==> src/rtl/uart_tx_mmio_pkg.sv <==
// Shared register map, STATUS bit positions and FSM encoding for the MMIO UART transmitter.
// UART_TX_PARITY_EN adds the PARITY state to the encoding.
package uart_tx_mmio_pkg;

  localparam int DEFAULT_CLKS_PER_BIT = 434;

  localparam logic [31:0] TXDATA_OFF = 32'h0;
  localparam logic [31:0] STATUS_OFF = 32'h4;

  localparam int ST_BUSY    = 0;
  localparam int ST_FULL    = 1;
  localparam int ST_EMPTY   = 2;
  localparam int ST_OVF     = 3;
  localparam int ST_CNT_LSB = 4;

`ifdef UART_TX_PARITY_EN
  typedef enum logic [2:0] {
    S_IDLE   = 3'd0,
    S_START  = 3'd1,
    S_DATA   = 3'd2,
    S_PARITY = 3'd3,
    S_STOP   = 3'd4
  } tx_state_t;
`else
  typedef enum logic [2:0] {
    S_IDLE  = 3'd0,
    S_START = 3'd1,
    S_DATA  = 3'd2,
    S_STOP  = 3'd4
  } tx_state_t;
`endif

endpackage

==> src/rtl/uart_tx_fifo.sv <==
// Byte FIFO for the UART transmitter; a push while full is accepted only alongside a pop.
// Head is read combinationally, so a pop consumes dout at the same edge.
module uart_tx_fifo #(
  parameter int DEPTH = 8,
  parameter int WIDTH = 8
) (
  input  logic                     clk,
  input  logic                     reset,
  input  logic                     push,
  input  logic                     pop,
  input  logic [WIDTH-1:0]         din,
  output logic [WIDTH-1:0]         dout,
  output logic                     full,
  output logic                     empty,
  output logic [$clog2(DEPTH):0]   count
);

  localparam int AW = $clog2(DEPTH);

  logic [WIDTH-1:0] mem [DEPTH];
  logic [AW-1:0]    wr_ptr;
  logic [AW-1:0]    rd_ptr;
  logic             do_push;
  logic             do_pop;

  assign full    = (count == (AW+1)'(DEPTH));
  assign empty   = (count == '0);
  assign do_pop  = pop && !empty;
  assign do_push = push && (!full || do_pop);
  assign dout    = mem[rd_ptr];

  always_ff @(posedge clk) begin
    if (do_push && !reset) mem[wr_ptr] <= din;
  end

  always_ff @(posedge clk) begin
    if (reset) begin
      wr_ptr <= '0;
      rd_ptr <= '0;
      count  <= '0;
    end else begin
      if (do_push) wr_ptr <= wr_ptr + 1'b1;
      if (do_pop)  rd_ptr <= rd_ptr + 1'b1;
      case ({do_push, do_pop})
        2'b10:   count <= count + 1'b1;
        2'b01:   count <= count - 1'b1;
        default: count <= count;
      endcase
    end
  end

endmodule

==> src/rtl/uart_tx_mmio.sv <==
// Memory-mapped UART transmitter: TXDATA push into a FIFO, STATUS read / W1C overflow, 8N1 serial out.
// tx falls 2 cycles after a TXDATA store from idle; UART_TX_PARITY_EN adds an even parity bit.
module uart_tx_mmio
  import uart_tx_mmio_pkg::*;
#(
  parameter int          CLKS_PER_BIT = DEFAULT_CLKS_PER_BIT,
  parameter int          FIFO_DEPTH   = 8,
  parameter logic [31:0] BASE_ADDR    = 32'h1001_0024
) (
  input  logic        clk,
  input  logic        reset,
  input  logic        memwrite,
  input  logic [31:0] address,
  input  logic [31:0] writedata,
  output logic [31:0] readdata,
  output logic        sel,
  output logic        tx
);

  localparam int CW = $clog2(FIFO_DEPTH) + 1;
  localparam int BW = (CLKS_PER_BIT > 1) ? $clog2(CLKS_PER_BIT) : 1;

  tx_state_t      state;
  logic [BW-1:0]  baud_cnt;
  logic [2:0]     bit_cnt;
  logic [7:0]     shreg;
  logic           overflow;
  logic           hit_tx;
  logic           hit_st;
  logic           push;
  logic           pop;
  logic           bit_end;
  logic           fifo_full;
  logic           fifo_empty;
  logic [7:0]     fifo_dout;
  logic [CW-1:0]  fifo_count;
  logic [3:0]     cnt_sat;
  logic [31:0]    status;
  logic           unused_wdata;
`ifdef UART_TX_PARITY_EN
  logic           parity_bit;
`endif

  assign hit_tx       = (address == BASE_ADDR + TXDATA_OFF);
  assign hit_st       = (address == BASE_ADDR + STATUS_OFF);
  assign sel          = hit_tx || hit_st;
  assign push         = memwrite && hit_tx;
  assign bit_end      = (baud_cnt == BW'(CLKS_PER_BIT - 1));
  assign pop          = !reset && !fifo_empty && ((state == S_IDLE) || (state == S_STOP && bit_end));
  assign unused_wdata = ^writedata[31:8];

  uart_tx_fifo #(.DEPTH(FIFO_DEPTH), .WIDTH(8)) u_fifo (
    .clk   (clk),
    .reset (reset),
    .push  (push),
    .pop   (pop),
    .din   (writedata[7:0]),
    .dout  (fifo_dout),
    .full  (fifo_full),
    .empty (fifo_empty),
    .count (fifo_count)
  );

  always_comb begin
    cnt_sat = (32'(fifo_count) > 32'd15) ? 4'hF : 4'(fifo_count);
    status = '0;
    status[ST_BUSY]               = (state != S_IDLE);
    status[ST_FULL]               = fifo_full;
    status[ST_EMPTY]              = fifo_empty;
    status[ST_OVF]                = overflow;
    status[ST_CNT_LSB +: 4]       = cnt_sat;
  end

  assign readdata = hit_st ? status : 32'h0;

  // A dropped push and a W1C in the same cycle leave overflow set.
  always_ff @(posedge clk) begin
    if (reset)                                        overflow <= 1'b0;
    else if (push && fifo_full && !pop)               overflow <= 1'b1;
    else if (memwrite && hit_st && writedata[ST_OVF]) overflow <= 1'b0;
  end

  always_ff @(posedge clk) begin
    if (reset) begin
      state    <= S_IDLE;
      baud_cnt <= '0;
      bit_cnt  <= '0;
      shreg    <= '0;
      tx       <= 1'b1;
`ifdef UART_TX_PARITY_EN
      parity_bit <= 1'b0;
`endif
    end else begin
      baud_cnt <= (state == S_IDLE || bit_end) ? '0 : baud_cnt + 1'b1;
      if (pop) begin
        shreg <= fifo_dout;
`ifdef UART_TX_PARITY_EN
        parity_bit <= ^fifo_dout;
`endif
      end
      // tx follows the state one cycle later, giving the 2-cycle store-to-start latency.
      case (state)
        S_IDLE: begin
          tx <= 1'b1;
          if (pop) state <= S_START;
        end
        S_START: begin
          tx <= 1'b0;
          if (bit_end) begin
            state   <= S_DATA;
            bit_cnt <= '0;
          end
        end
        S_DATA: begin
          tx <= shreg[0];
          if (bit_end) begin
            shreg   <= shreg >> 1;
            bit_cnt <= bit_cnt + 1'b1;
`ifdef UART_TX_PARITY_EN
            if (bit_cnt == 3'd7) state <= S_PARITY;
`else
            if (bit_cnt == 3'd7) state <= S_STOP;
`endif
          end
        end
`ifdef UART_TX_PARITY_EN
        S_PARITY: begin
          tx <= parity_bit;
          if (bit_end) state <= S_STOP;
        end
`endif
        S_STOP: begin
          tx <= 1'b1;
          if (bit_end) state <= pop ? S_START : S_IDLE;
        end
        default: begin
          tx    <= 1'b1;
          state <= S_IDLE;
        end
      endcase
    end
  end

endmodule
==> config.mk <==
export PLATFORM = sky130hd
export DESIGN_NAME = uart_tx_mmio
export DESIGN_NICKNAME = d
export VERILOG_FILES = /design/src/rtl/uart_tx_mmio_pkg.sv /design/src/rtl/uart_tx_fifo.sv /design/src/rtl/uart_tx_mmio.sv
export SDC_FILE = /design/constraint.sdc
export NUM_CORES = 1
export LEC_CHECK = 0
export CELL_PAD_IN_SITES_DETAIL_PLACEMENT = 1
export CELL_PAD_IN_SITES_GLOBAL_PLACEMENT = 2
export CORE_AREA = 2 2 120 122
export CTS_CLUSTER_SIZE = 30
export DETAILED_ROUTE_END_ITERATION = 10
export DIE_AREA = 0 0 122 124
export PLACE_DENSITY_LB_ADDON = 0.1
export SYNTH_ARGS = -nofsm -noshare
export SYNTH_HDL_FRONTEND = slang
export SYNTH_SLANG_ARGS = --single-unit
export TNS_END_PERCENT = 10
==> constraint.sdc <==
create_clock -name clk -period 3.45 [get_ports clk]
set_input_delay 0.69 -clock clk [delete_from_list [all_inputs] [get_ports clk]]
set_output_delay 0.69 -clock clk [all_outputs]
set_load 0.02 [all_outputs]
==> results.sh <==
export IMPL_outcome="complete, no violations"
export IMPL_path_clk_slew_ns=0.07
export IMPL_hold_sp="shreg[7]"
export IMPL_worstSetupPathType="primary input to output pin"
export IMPL_starting_density=0.337
export IMPL_critPathRequiredTime_ns=2.76
export IMPL_grtUsageTotal=0.151
export IMPL_htree_levels=3
export IMPL_preCtsSetupSlack_ns=-0.153
export IMPL_ctsLongestPathBuffers=2
export IMPL_first_global_vias=3119
export IMPL_global_route_overflow_total=0
export IMPL_whs_endpoint="shreg[6]"
export IMPL_synth_edf_count=64
export IMPL_die_w_um=122
export IMPL_yosys_top_cells_area="sky130_fd_sc_hd__edfxtp_1, sky130_fd_sc_hd__dfxtp_1, sky130_fd_sc_hd__mux4_2"
export IMPL_core_area_um2=13700
export IMPL_synth_top_cell_area_share=0.415
export IMPL_fmaxAchievable_ghz=0.303
export IMPL_post_route_cells_drive_above_1_share=0.194
export IMPL_end_kind="output pin"
export IMPL_cp_data_arrival_time_ns=2.61
export IMPL_drt_pass1_iterations=4
export IMPL_setup_repair_after_global_routing_missed_its_margin="false"
export IMPL_worstSetupStartpointType="primary input"
export IMPL_clock_buffer_count_from_cts=9
export IMPL_cts_root_buffer="sky130_fd_sc_hd__clkbuf_16"
export IMPL_timing_final_max_slew_violations=0
export IMPL_fin_nets=504
export IMPL_regArea_um2=2680
export IMPL_drt_first_iter_violations=121
export IMPL_worst_r2r_cell_count=11
export IMPL_fin_ws_ns=0.148
export IMPL_synthToLayoutAreaGrowth_pct=23.3
export IMPL_fp_dieH_um=124
export IMPL_r2r_start="baud_cnt[0]"
export IMPL_critical_path_buf_inv_count=3
export IMPL_remaining_drc_errors=0
export IMPL_min_delay_path_class="register to register"
export IMPL_grt_max_degree=18
export IMPL_route_detailed_vias_per_inst=4.74
export IMPL_place_gp_congestion=0.709
export IMPL_synth_cell_type_count=44
export IMPL_timing_max_slew_rel_slack=0.391
export IMPL_ioPinCount=101
export IMPL_leading_cell_type_by_number_of_instances_after_synthesis="sky130_fd_sc_hd__edfxtp_1"
export IMPL_sum_of_routed_wire_length_over_all_layers_mm=10.4
export IMPL_io_buffer_count=52
export IMPL_path_common_cell="sky130_fd_sc_hd__clkdlybuf4s50_1"
export IMPL_timing_critical_path_cells="clkdlybuf4s50_1, nor4_2, nand4_2, buf_4, nor3_1, clkdlybuf4s50_1"
export IMPL_crit_share_post_route=0.957
export IMPL_timing_critical_path_slowest_stage_cell="sky130_fd_sc_hd__clkdlybuf4s50_1"
export IMPL_cp_slowest_stage_delay_ns=0.66
export IMPL_antenna_found_initial=0
export IMPL_clock_sinks=102
export IMPL_p_per_area_nw_per_um2=422
export IMPL_drt_wirelength_per_cell_um=16.9
export IMPL_holdBufCountCts=0
export IMPL_diodes=0
export IMPL_max_cap_violations=0
export IMPL_rows=43
export IMPL_post_route_util=0.416
export IMPL_place_hpwl_mm=7.49
export IMPL_detailroute_via_count=2908
export IMPL_synth_seq_cells=102
export IMPL_final_period_minus_worst_setup_slack_ns=3.30
export IMPL_min_delay_path_depth=2
export IMPL_clkLatencyLatePin_ns=0.35
export IMPL_yosysSeqAreaShare=0.580
export IMPL_multi_input_comb_area_um2=1750
export IMPL_worst_path_fanout_max=3
export IMPL_synth_cells_most_frequent="sky130_fd_sc_hd__edfxtp_1, sky130_fd_sc_hd__dfxtp_1, sky130_fd_sc_hd__nor2_1"
export IMPL_synth_cell_area_um2=4630
export IMPL_irDropWorstVdd_uv=287
export IMPL_synthesis_area_per_instance_um2=13.0
export IMPL_cp_depth=6
export IMPL_synth_ff_type="sky130_fd_sc_hd__edfxtp_1"
export IMPL_synth_warn=0
export IMPL_fin_worst_skew_ns=0.00995
export IMPL_tritoncts="done"
export IMPL_post_cts_setup_repair_bufs=0
export IMPL_cpLargestDelayFamily="buffers and inverters"
export IMPL_fillerInstances=1471
export IMPL_report_final_setup_viol=0
export IMPL_power_leakage_nw=1.92
export IMPL_hold_viol_final=0
export IMPL_synthArstFlopShare=0
export IMPL_drtAntennaViolNets=0
export IMPL_synth_area_leader_cell="sky130_fd_sc_hd__edfxtp_1"
export IMPL_post_synth_inst_count=355
export IMPL_reg2reg_slack_ns=0.58
export IMPL_grt_pass1_wl_mm=16.8
export IMPL_rr_endpoint="u_fifo.count[3]"
export IMPL_die_area_um2=15100
export IMPL_worst_pin_slew_ns=0.912
## tightest hold or removal path, delay by kind of cell, from the launching register on
kind            cells  cell delay (ns)
flops               1             0.31
simple gates        1             0.05
compound gates      1             0.05
## layer usage
layer,share of wire,vias up,global-route usage
met5,0,-,0
met4,0.013,0,0.0431
met3,0.020,11,0.0357
met2,0.51,28,0.258
met1,0.46,1462,0.192
li1,-,1407,-
## cells by family (layout without fill, tap and decap cells)
logic type                 count (synthesis)  after routing  share of synthesized area
AOI/OAI and AO/OA                         40             40                     0.0500
other                                      1             24                   0.000810
xor gates and xnor gates                  12             12                     0.0227
adders and majority gates                  9              9                     0.0243
DFF                                      102            102                      0.580
buffers and inverters                     48            103                     0.0606
muxes                                     34             34                      0.119
and+or+nand+nor                          109            109                      0.143
## power breakdown
part	total (mW)	internal [mW]	switching [mW]
Clock	1.01	0.567	0.445
Combinational	0.102	0.0491	0.0529
Sequential	1.29	1.29	0.0000000000569
## metrics by stage
step	cells	area (µm²)	setup TNS (ns)	hold slack [ns]	power, mW
2_1_floorplan	378	4710	0	0.424	1.38
5_1_grt	613	5700	0	0.479	2.50
3_3_place_gp	597	5410	-1.30	0.435	1.42
6_report	613	5700	0	0.452	2.41
3_5_place_dp	597	5410	-1.36	0.449	1.42
4_1_cts	613	5700	0	0.460	2.45
## cell type report
class,count,area share
Sequential cell,102,0.470
Multi-Input combinational cell,228,0.307
Timing Repair Buffer,79,0.125
Clock buffer,10,0.0401
Tap cell,180,0.0395
Clock inverter,6,0.0125
Inverter,8,0.00570
## registers in the layout, summed over array words and instances (netlist names), named ones only
signal,flops
tx,1
u_fifo.count,4
overflow,1
baud_cnt,9
bit_cnt,3
u_fifo.mem,64
state,3
u_fifo.rd_ptr,3
shreg,8
u_fifo.wr_ptr,3
## worst max path at each step
stage / from / endpoint
after global routing: address[31] / u_fifo.count[2]
after detailed placement: address[20] / readdata[3]
after CTS: address[20] / readdata[3]
final: address[20] / sel
after global placement: address[20] / readdata[3]
after floorplan: address[31] / u_fifo.count[2]
## repair_timing
action / CTS / global route
endpoints found under the setup margin: 8 / 0
resized for setup: 8 / 0
endpoints found under the hold margin: 0 / 0
## cell usage in the layout, fill, tap and decap left out, drive strengths merged, types with 2 or more instances in the layout
cell type / count
xor2: 5
nand3: 7
clkdlybuf4s50: 44
mux2i: 11
clkinvlp: 2
nand4: 4
a21oi: 10
nor4bb: 2
clkinv: 2
xnor2: 7
o21ai: 20
a31o: 3
nor4: 8
nor3: 11
nand2: 24
buf: 27
clkbuf: 10
nand2b: 4
and2: 7
edfxtp: 64
o21a: 3
mux4: 16
conb: 24
ha: 9
nor4b: 6
mux2: 7
or3: 3
dlygate4sd2: 8
nor2: 28
dfxtp: 38
inv: 9
Note: power is estimated with default switching activity, not from simulation.
